===== config.mk =====
export PLATFORM = sky130hd
export DESIGN_NAME = ram_bit_serializer
export DESIGN_NICKNAME = d
export VERILOG_FILES = /design/src/rtl/ram_bit_serializer.sv
export SDC_FILE = /design/constraint.sdc
export NUM_CORES = 1
export LEC_CHECK = 0
export CAP_MARGIN = 20
export CORE_AREA = 2 2 101 152
export CTS_CLUSTER_SIZE = 12
export DETAILED_ROUTE_END_ITERATION = 8
export DIE_AREA = 0 0 103 154
export PLACE_DENSITY = 0.68
export RECOVER_POWER = 100
export SYNTH_ARGS = -nofsm -noshare
export SYNTH_HDL_FRONTEND = slang
export SYNTH_SLANG_ARGS = --single-unit

===== constraint.sdc =====
create_clock -name CLK -period 4.18 [get_ports CLK]
set_input_delay 0.418 -clock CLK [delete_from_list [all_inputs] [get_ports CLK]]
set_output_delay 0.418 -clock CLK [all_outputs]
set_load 0.005 [all_outputs]

===== src/rtl/ram_bit_serializer.sv =====
// Bit-serial read sequencer for the 1-bit port of the asymmetric pattern RAM.
// Streams BIT_COUNT bits from START_ADDR, optionally repeated with idle gaps.
module ram_bit_serializer #(
  parameter int ADDR_WIDTH = 14,
  parameter int CNT_WIDTH  = 16,
  parameter int REP_WIDTH  = 8
) (
  input  logic                  CLK,
  input  logic                  RST_N,
  input  logic                  START,
  input  logic                  ABORT,
  input  logic [ADDR_WIDTH-1:0] START_ADDR,
  input  logic [CNT_WIDTH-1:0]  BIT_COUNT,
  input  logic [REP_WIDTH-1:0]  REPEAT,
  input  logic [CNT_WIDTH-1:0]  WAIT,
  output logic [ADDR_WIDTH-1:0] RAM_ADDR,
  output logic                  RAM_EN,
  input  logic                  RAM_DO,
  output logic                  SDO,
  output logic                  SDO_VALID,
  output logic                  BUSY,
  output logic                  DONE
);

  typedef enum logic [1:0] {
    IDLE,
    READ,
    GAP,
    DRAIN
  } state_t;

  state_t                state;
  logic [ADDR_WIDTH-1:0] cfg_addr;
  logic [CNT_WIDTH-1:0]  cfg_count;
  logic [REP_WIDTH-1:0]  cfg_rep;
  logic [CNT_WIDTH-1:0]  cfg_wait;
  logic [CNT_WIDTH-1:0]  bit_cnt;
  logic [REP_WIDTH-1:0]  pass_cnt;
  logic [CNT_WIDTH-1:0]  gap_cnt;
  logic                  en_d1;

  // bit_cnt counts addresses issued in the current pass, including the one on RAM_ADDR now.
  always_ff @(posedge CLK or negedge RST_N) begin
    if (!RST_N) begin
      state     <= IDLE;
      cfg_addr  <= '0;
      cfg_count <= '0;
      cfg_rep   <= '0;
      cfg_wait  <= '0;
      bit_cnt   <= '0;
      pass_cnt  <= '0;
      gap_cnt   <= '0;
      en_d1     <= 1'b0;
      RAM_ADDR  <= '0;
      RAM_EN    <= 1'b0;
      SDO       <= 1'b0;
      SDO_VALID <= 1'b0;
      BUSY      <= 1'b0;
      DONE      <= 1'b0;
    end else begin
      DONE      <= 1'b0;
      SDO       <= RAM_DO;
      en_d1     <= RAM_EN;
      SDO_VALID <= en_d1;

      if (state == IDLE) begin
        if (START) begin
          cfg_addr  <= START_ADDR;
          cfg_count <= BIT_COUNT;
          cfg_rep   <= (REPEAT == '0) ? REP_WIDTH'(1) : REPEAT;
          cfg_wait  <= WAIT;
          bit_cnt   <= CNT_WIDTH'(1);
          pass_cnt  <= REP_WIDTH'(1);
          gap_cnt   <= '0;
          if (BIT_COUNT != '0) begin
            RAM_ADDR <= START_ADDR;
            RAM_EN   <= 1'b1;
            BUSY     <= 1'b1;
            state    <= READ;
          end else begin
            DONE <= 1'b1;
          end
        end
      end else if (ABORT) begin
        // Flushing en_d1 as well guarantees no stale SDO_VALID after the abort.
        RAM_EN    <= 1'b0;
        en_d1     <= 1'b0;
        SDO_VALID <= 1'b0;
        BUSY      <= 1'b0;
        state     <= IDLE;
      end else begin
        case (state)
          READ: begin
            if (bit_cnt == cfg_count) begin
              if (pass_cnt != cfg_rep) begin
                pass_cnt <= pass_cnt + REP_WIDTH'(1);
                if (cfg_wait != '0) begin
                  RAM_EN  <= 1'b0;
                  gap_cnt <= CNT_WIDTH'(1);
                  state   <= GAP;
                end else begin
                  RAM_ADDR <= cfg_addr;
                  bit_cnt  <= CNT_WIDTH'(1);
                end
              end else begin
                RAM_EN <= 1'b0;
                state  <= DRAIN;
              end
            end else begin
              RAM_ADDR <= RAM_ADDR + ADDR_WIDTH'(1);
              bit_cnt  <= bit_cnt + CNT_WIDTH'(1);
            end
          end
          GAP: begin
            if (gap_cnt == cfg_wait) begin
              RAM_ADDR <= cfg_addr;
              RAM_EN   <= 1'b1;
              bit_cnt  <= CNT_WIDTH'(1);
              state    <= READ;
            end else begin
              gap_cnt <= gap_cnt + CNT_WIDTH'(1);
            end
          end
          DRAIN: begin
            // Once en_d1 is clear the last valid bit is on SDO this cycle.
            if (!en_d1) begin
              DONE  <= 1'b1;
              BUSY  <= 1'b0;
              state <= IDLE;
            end
          end
          default: begin
            state <= IDLE;
          end
        endcase
      end
    end
  end

endmodule


; Word level (Yosys, flattened, before mapping)
; Cells that the tools add are included.
; Widths: inputs -> output; s select.
[totals]
reg_bits = 116
out_inout_bits = 19
wordCells = 123
in_bits = 59
[op_classes]
addsub = 4
n_eq_ne = 21
reduce_logical = 18
n_mux = 65
[op_table]
columns = op, n
row1 = $mux 16, 14
row2 = $mux 14, 8
row3 = $pmux 16 s2, 2
row4 = $mux 8, 7
row5 = $add 16x1->16 const B, 2
row6 = $eq 16x16->1, 2
row7 = $reduce_bool 16->1, 2
row8 = $pmux 14 s2, 1
row9 = $mux 1, 22
row10 = $ne 4x4->1 const B, 5
row11 = $mux 2, 9
row12 = $reduce_and 6->1, 3
row13 = $ne 3x3->1 const B, 5
row14 = $add 14x1->14 const B, 1
row15 = $reduce_and 7->1, 2
row16 = $add 8x1->8 const B, 1
row17 = $logic_not 8->1, 1
row18 = $ne 8x8->1, 1
row19 = $pmux 2 s3, 1
row20 = $reduce_bool 2->1, 3
row21 = $reduce_bool 3->1, 2
row22 = $ne 5x5->1 const B, 1
row23 = $reduce_and 5->1, 1
row24 = $eq 2x2->1 const B, 2
row25 = other kinds (9), 10

; Longest topological paths before layout
[depth]
depth_word = 7
ltp_mapped = 10
depth_no_buf = 8

; Worst setup path after synthesis
; OpenSTA, ideal clock, no wires.
[synth_timing]
kind = register -> register
from = reg state[1]
to = reg RAM_ADDR[10]
setup_time_ns = 0.128
setup_slack_ns = 1.435
t_required_ns = 4.052
synth_period_minus_slack_ns = 2.745
path_buffers = 3
arrival_ns = 2.618
path_stages_with_launch = 11
path_cell_list = dfrtp_1 inv_1 ha_1 and2_1 clkbuf_1 o21bai_1 a21o_1 clkbuf_1 nor3_1 buf_2 mux2_1
[synth_between]
elab_chain_cells = 4
elab_cells_between_ends = 14
cone_classes = 8 x eq/ne / 3 x mux / 3 x reduce/logical
[synth_rtl]
columns = element, line_no
row1 = "start, declared", 32  ; state_t state;
row2 = "start signal, assigned", 45  ; state <= IDLE;
row3 = "start signal, assigned", 79  ; state <= READ;
row4 = "start signal, assigned", 90  ; state <= IDLE;
row5 = $eq 2x2->1 or $eq 2x1->1 (tied branches), 92  ; case (state)
row6 = $pmux 14 s2, 92
row7 = $mux 14, 84  ; end else if (ABORT) begin
row8 = $mux 14, 66  ; if (state == IDLE) begin
row9 = "end signal, assigned", 102  ; RAM_ADDR <= cfg_addr;
row10 = "end signal, assigned", 110  ; RAM_ADDR <= RAM_ADDR + ADDR_WIDTH'(1);
row11 = "end signal, assigned", 116  ; RAM_ADDR <= cfg_addr;
row12 = "end, declared", 16  ; output logic [ADDR_WIDTH-1:0] RAM_ADDR,
; Parallel ways exist; a longest one is shown, timed or not. The select of a mux whose other input is x is not followed.
; A chain may end at the register's enable or synchronous reset.

; Worst setup path after layout
[layout_timing]
from = reg state[1]
to = reg gap_cnt[11]
[layout_between]
elab_chain_cells = 4
elab_cells_between_ends = 14
cone_classes = 8 x eq/ne / 3 x mux / 3 x reduce/logical
[layout_rtl]
columns = element, line_no
row1 = $eq 2x2->1 or $eq 2x1->1 (tied branches), 92
row2 = $pmux 16 s2, 92
row3 = $mux 16, 84
row4 = $mux 16, 66
row5 = "end signal, assigned", 121  ; gap_cnt <= gap_cnt + CNT_WIDTH'(1);
row6 = "end, declared", 39  ; logic [CNT_WIDTH-1:0] gap_cnt;
; Parallel ways exist; a longest one is shown, timed or not. The select of a mux whose other input is x is not followed.

==> reports/results.ini <==
[status]
outcome = finished with violations
violations = max-capacitance violations, max-slew violations

[pwr]
p_seq_frac = 0.343
powerDensity_nw_per_um2 = 686.2
switching_power_w = 0.002046
p_total_w = 0.005508
leakagePower_nw = 3.618
sw_frac_of_total = 0.3714
clockPowerShare = 0.293
internal-power_w = 0.003462
ir_drop_mv = 0.3501
combPwrFrac = 0.364

[routing]
drtIter0Drc = 313
viasPerCell = 5.592
post_drt_wl_per_cell_um = 16.62
final_antenna_net_count = 0
dr.pass1.iters = 5
drcViolationCount = 0
wl_um = 16820
via_count = 5659

[setup_path]
worstPathRequired_ps = 4480
cp-start-kind = flop
cp_data_arrival_time_ps = 3870
critical_path_class = reg2reg
worst-path-max-fanout = 48
path_cells = inv_1, ha_1, buf_4, inv_1, nand2_1, buf_4, nor2_1, clkbuf_1, or3_1, o41ai_1
cp_slowest_cell = or3_1
slowest_delay_ps = 670
end_kind = flop
r2r_setup_slack_ps = 610

[floorplanning]
die_y_um = 154
die_w_um = 103
coreArea_um2 = 14460
pin_count = 78
dieArea_um2 = 15860
rows = 54
initial_core_util = 0.4461

[global_route]
grt_util_met1 = 0.2600
busiest_layer = met2
grt_pass1_vias = 5761
grt_max_degree = 64
grt-ovfl-total = 0
use_met2 = 0.3921
antenna_found_initial = 0
grtUsageTotal = 0.2235
grtUsageMet3 = 0.05091
grt_pass1_wl_um = 27990

[sta]
slew_headroom = -0.1036
fin_crit_sh = 0.8551
fin_skew_ps = 11.79
finalSetupTns_ps = 0
whs_ps = 437.6
rsz0062_at_grt = no
max_freq_mhz = 279.8
drv_slew = 129
period_minus_slack_ps = 3575
finalHoldViolCount = 0
worstMarginPinSlew_ps = 1655
finalSetupViolCount = 0

[synth]
ys_seq_area_frac = 0.4500
yosys_most_used_dff = dfrtp_1
yosys_warnings = 0
synth_edf_count = 0
avgSynthCellArea_um2 = 8.787
synth_seq_cells = 116
syn-num-nets = 803
syn-instance-count = 734
synth-async-reset-ratio = 1.000
synth.distinct_cells = 54
netlist_area_um2 = 6450

[clock_tree]
htreeDepth = 4
cts_root_buf = clkbuf_16
cts.path.max_buffers = 2
cts_sinks = 116
worstSkewPairLatency_ps = 420
cts_buffers = 17
cts_setup_buffers = 0
postCtsHoldBufs = 0
clkSlewWorstSetupHoldPaths_ps = 60
cts_resized = 0
cts_tree = done

[min_path]
hold_path.class = in2async

[final_layout]
diodes = 0
area.sequential_um2 = 2903
syn2layout_area_growth_pct = 24.44
nets = 872
multi_input_area_um2 = 3309
fillerInstances = 1341
drive_gt1_frac = 0.05392

[job]
max-cap-violations = 3

[placement]
post-dp-hpwl_um = 11770
gp_congestion = 0.8714
portBuffers = 77

## cells by family after synthesis
logic type	after synthesis	synth area share
compound gates	126	0.1406
buf+inv	56	0.03434
mux	24	0.03957
flops	116	0.4500
simple gates	347	0.2413
fa+ha+maj	10	0.01940
xor+xnor	55	0.07468
## final cells by class
class                      instances  area share
multi-input combinational        562      0.4123
sequential                       116      0.3617
timing repair buffer              92      0.1076
clock buffer                      24     0.06002
tap                              196     0.03055
clock inverter                     8     0.02136
inverter                          14    0.006547
## Yosys cell counts, types with 5 or more instances
library cell / n / area share
a21oi_1: 17 / 0.013
a31oi_1: 9 / 0.0087
and2_1: 7 / 0.0068
and3_1: 12 / 0.012
clkbuf_1: 35 / 0.020
dfrtp_1: 116 / 0.45
ha_1: 10 / 0.019
inv_1: 14 / 0.0081
mux2_1: 12 / 0.021
mux2i_1: 12 / 0.019
nand2_1: 207 / 0.12
nand3_1: 20 / 0.016
nand4_1: 21 / 0.020
nor2_1: 29 / 0.017
nor3_1: 17 / 0.013
nor4_1: 20 / 0.019
o21ai_0: 26 / 0.020
o21ai_1: 5 / 0.0039
o31ai_1: 10 / 0.012
o41ai_1: 23 / 0.031
xnor2_1: 31 / 0.042
xor2_1: 24 / 0.033
## sequential cells by signal, indices dropped and copies added (netlist names)
name       cells
pass_cnt       8
BUSY           1
RAM_EN         1
gap_cnt       16
SDO_VALID      1
cfg_wait      16
cfg_count     16
RAM_ADDR      14
en_d1          1
state          2
SDO            1
cfg_addr      14
cfg_rep        8
DONE           1
bit_cnt       16
## layer usage
layer	vias up	routed length [µm]
met5	-	0
met4	0	383
met3	34	782
met2	158	8915
met1	2732	6742
li1	2735	-
## through the flow
step | setup WS [ps] | cells | utilization | cell area (µm²)
2_1_floorplan | 1435 | 734 | - | 6450
3_3_place_gp | 856.6 | 978 | 0.5124 | 7408
3_5_place_dp | 711.1 | 979 | 0.5138 | 7428
4_1_cts | 695.7 | 1011 | 0.5589 | 8082
5_1_grt | 247.6 | 1012 | 0.5551 | 8026
6_report | 605.5 | 1012 | 0.5551 | 8026
## final timing paths
check,startpoint,end,depth (start not counted)
setup / recovery,state[1]$_DFFE_PN0P_,gap_cnt[11]$_DFFE_PN0P_,10
hold / removal,RST_N,cfg_wait[3]$_DFFE_PN0P_,1
setup reg to reg,state[1]$_DFFE_PN0P_,gap_cnt[11]$_DFFE_PN0P_,10
hold reg to reg,cfg_addr[8]$_DFFE_PN0P_,cfg_addr[8]$_DFFE_PN0P_,2
max in group asynchronous,RST_N,bit_cnt[15]$_DFFE_PN0P_,2
min in group CLK,cfg_addr[8]$_DFFE_PN0P_,cfg_addr[8]$_DFFE_PN0P_,2
## power groups by stage
| stage | Combinational (W) | Clock [W] | Sequential (W) |
|---|---|---|---|
| 3_3_place_gp | 0.00197 | 0 | 0.00189 |
| 4_1_cts | 0.00206 | 0.00164 | 0.00189 |
| 2_1_floorplan | 0.00143 | 0 | 0.00180 |
| 6_report | 0.00201 | 0.00161 | 0.00189 |
| 5_1_grt | 0.00226 | 0.00169 | 0.00194 |
| 3_5_place_dp | 0.00205 | 0 | 0.00191 |
## layout by cell type, fill, tap and decap left out, types with 14 or more instances in the layout
cell type	n
nand2_1	207
dfrtp_1	116
clkdlybuf4s50_1	56
xnor2_1	31
o21ai_0	30
nor2_1	29
o41ai_1	26
xor2_1	24
nand4_1	21
nor4_1	20
nand3_1	20
dlygate4sd3_1	20
a21oi_1	17
clkbuf_16	17
nor3_1	16
inv_1	14
## worst max-delay path, delay by kind of cell, from the launching register on
family	cells	cell delay [ps]
simple gates	3	880
fa+ha+maj	1	190
buf+inv	5	1490
compound gates	1	420
flops	1	450
No activity file was read; power rests on OpenSTA's default activity.
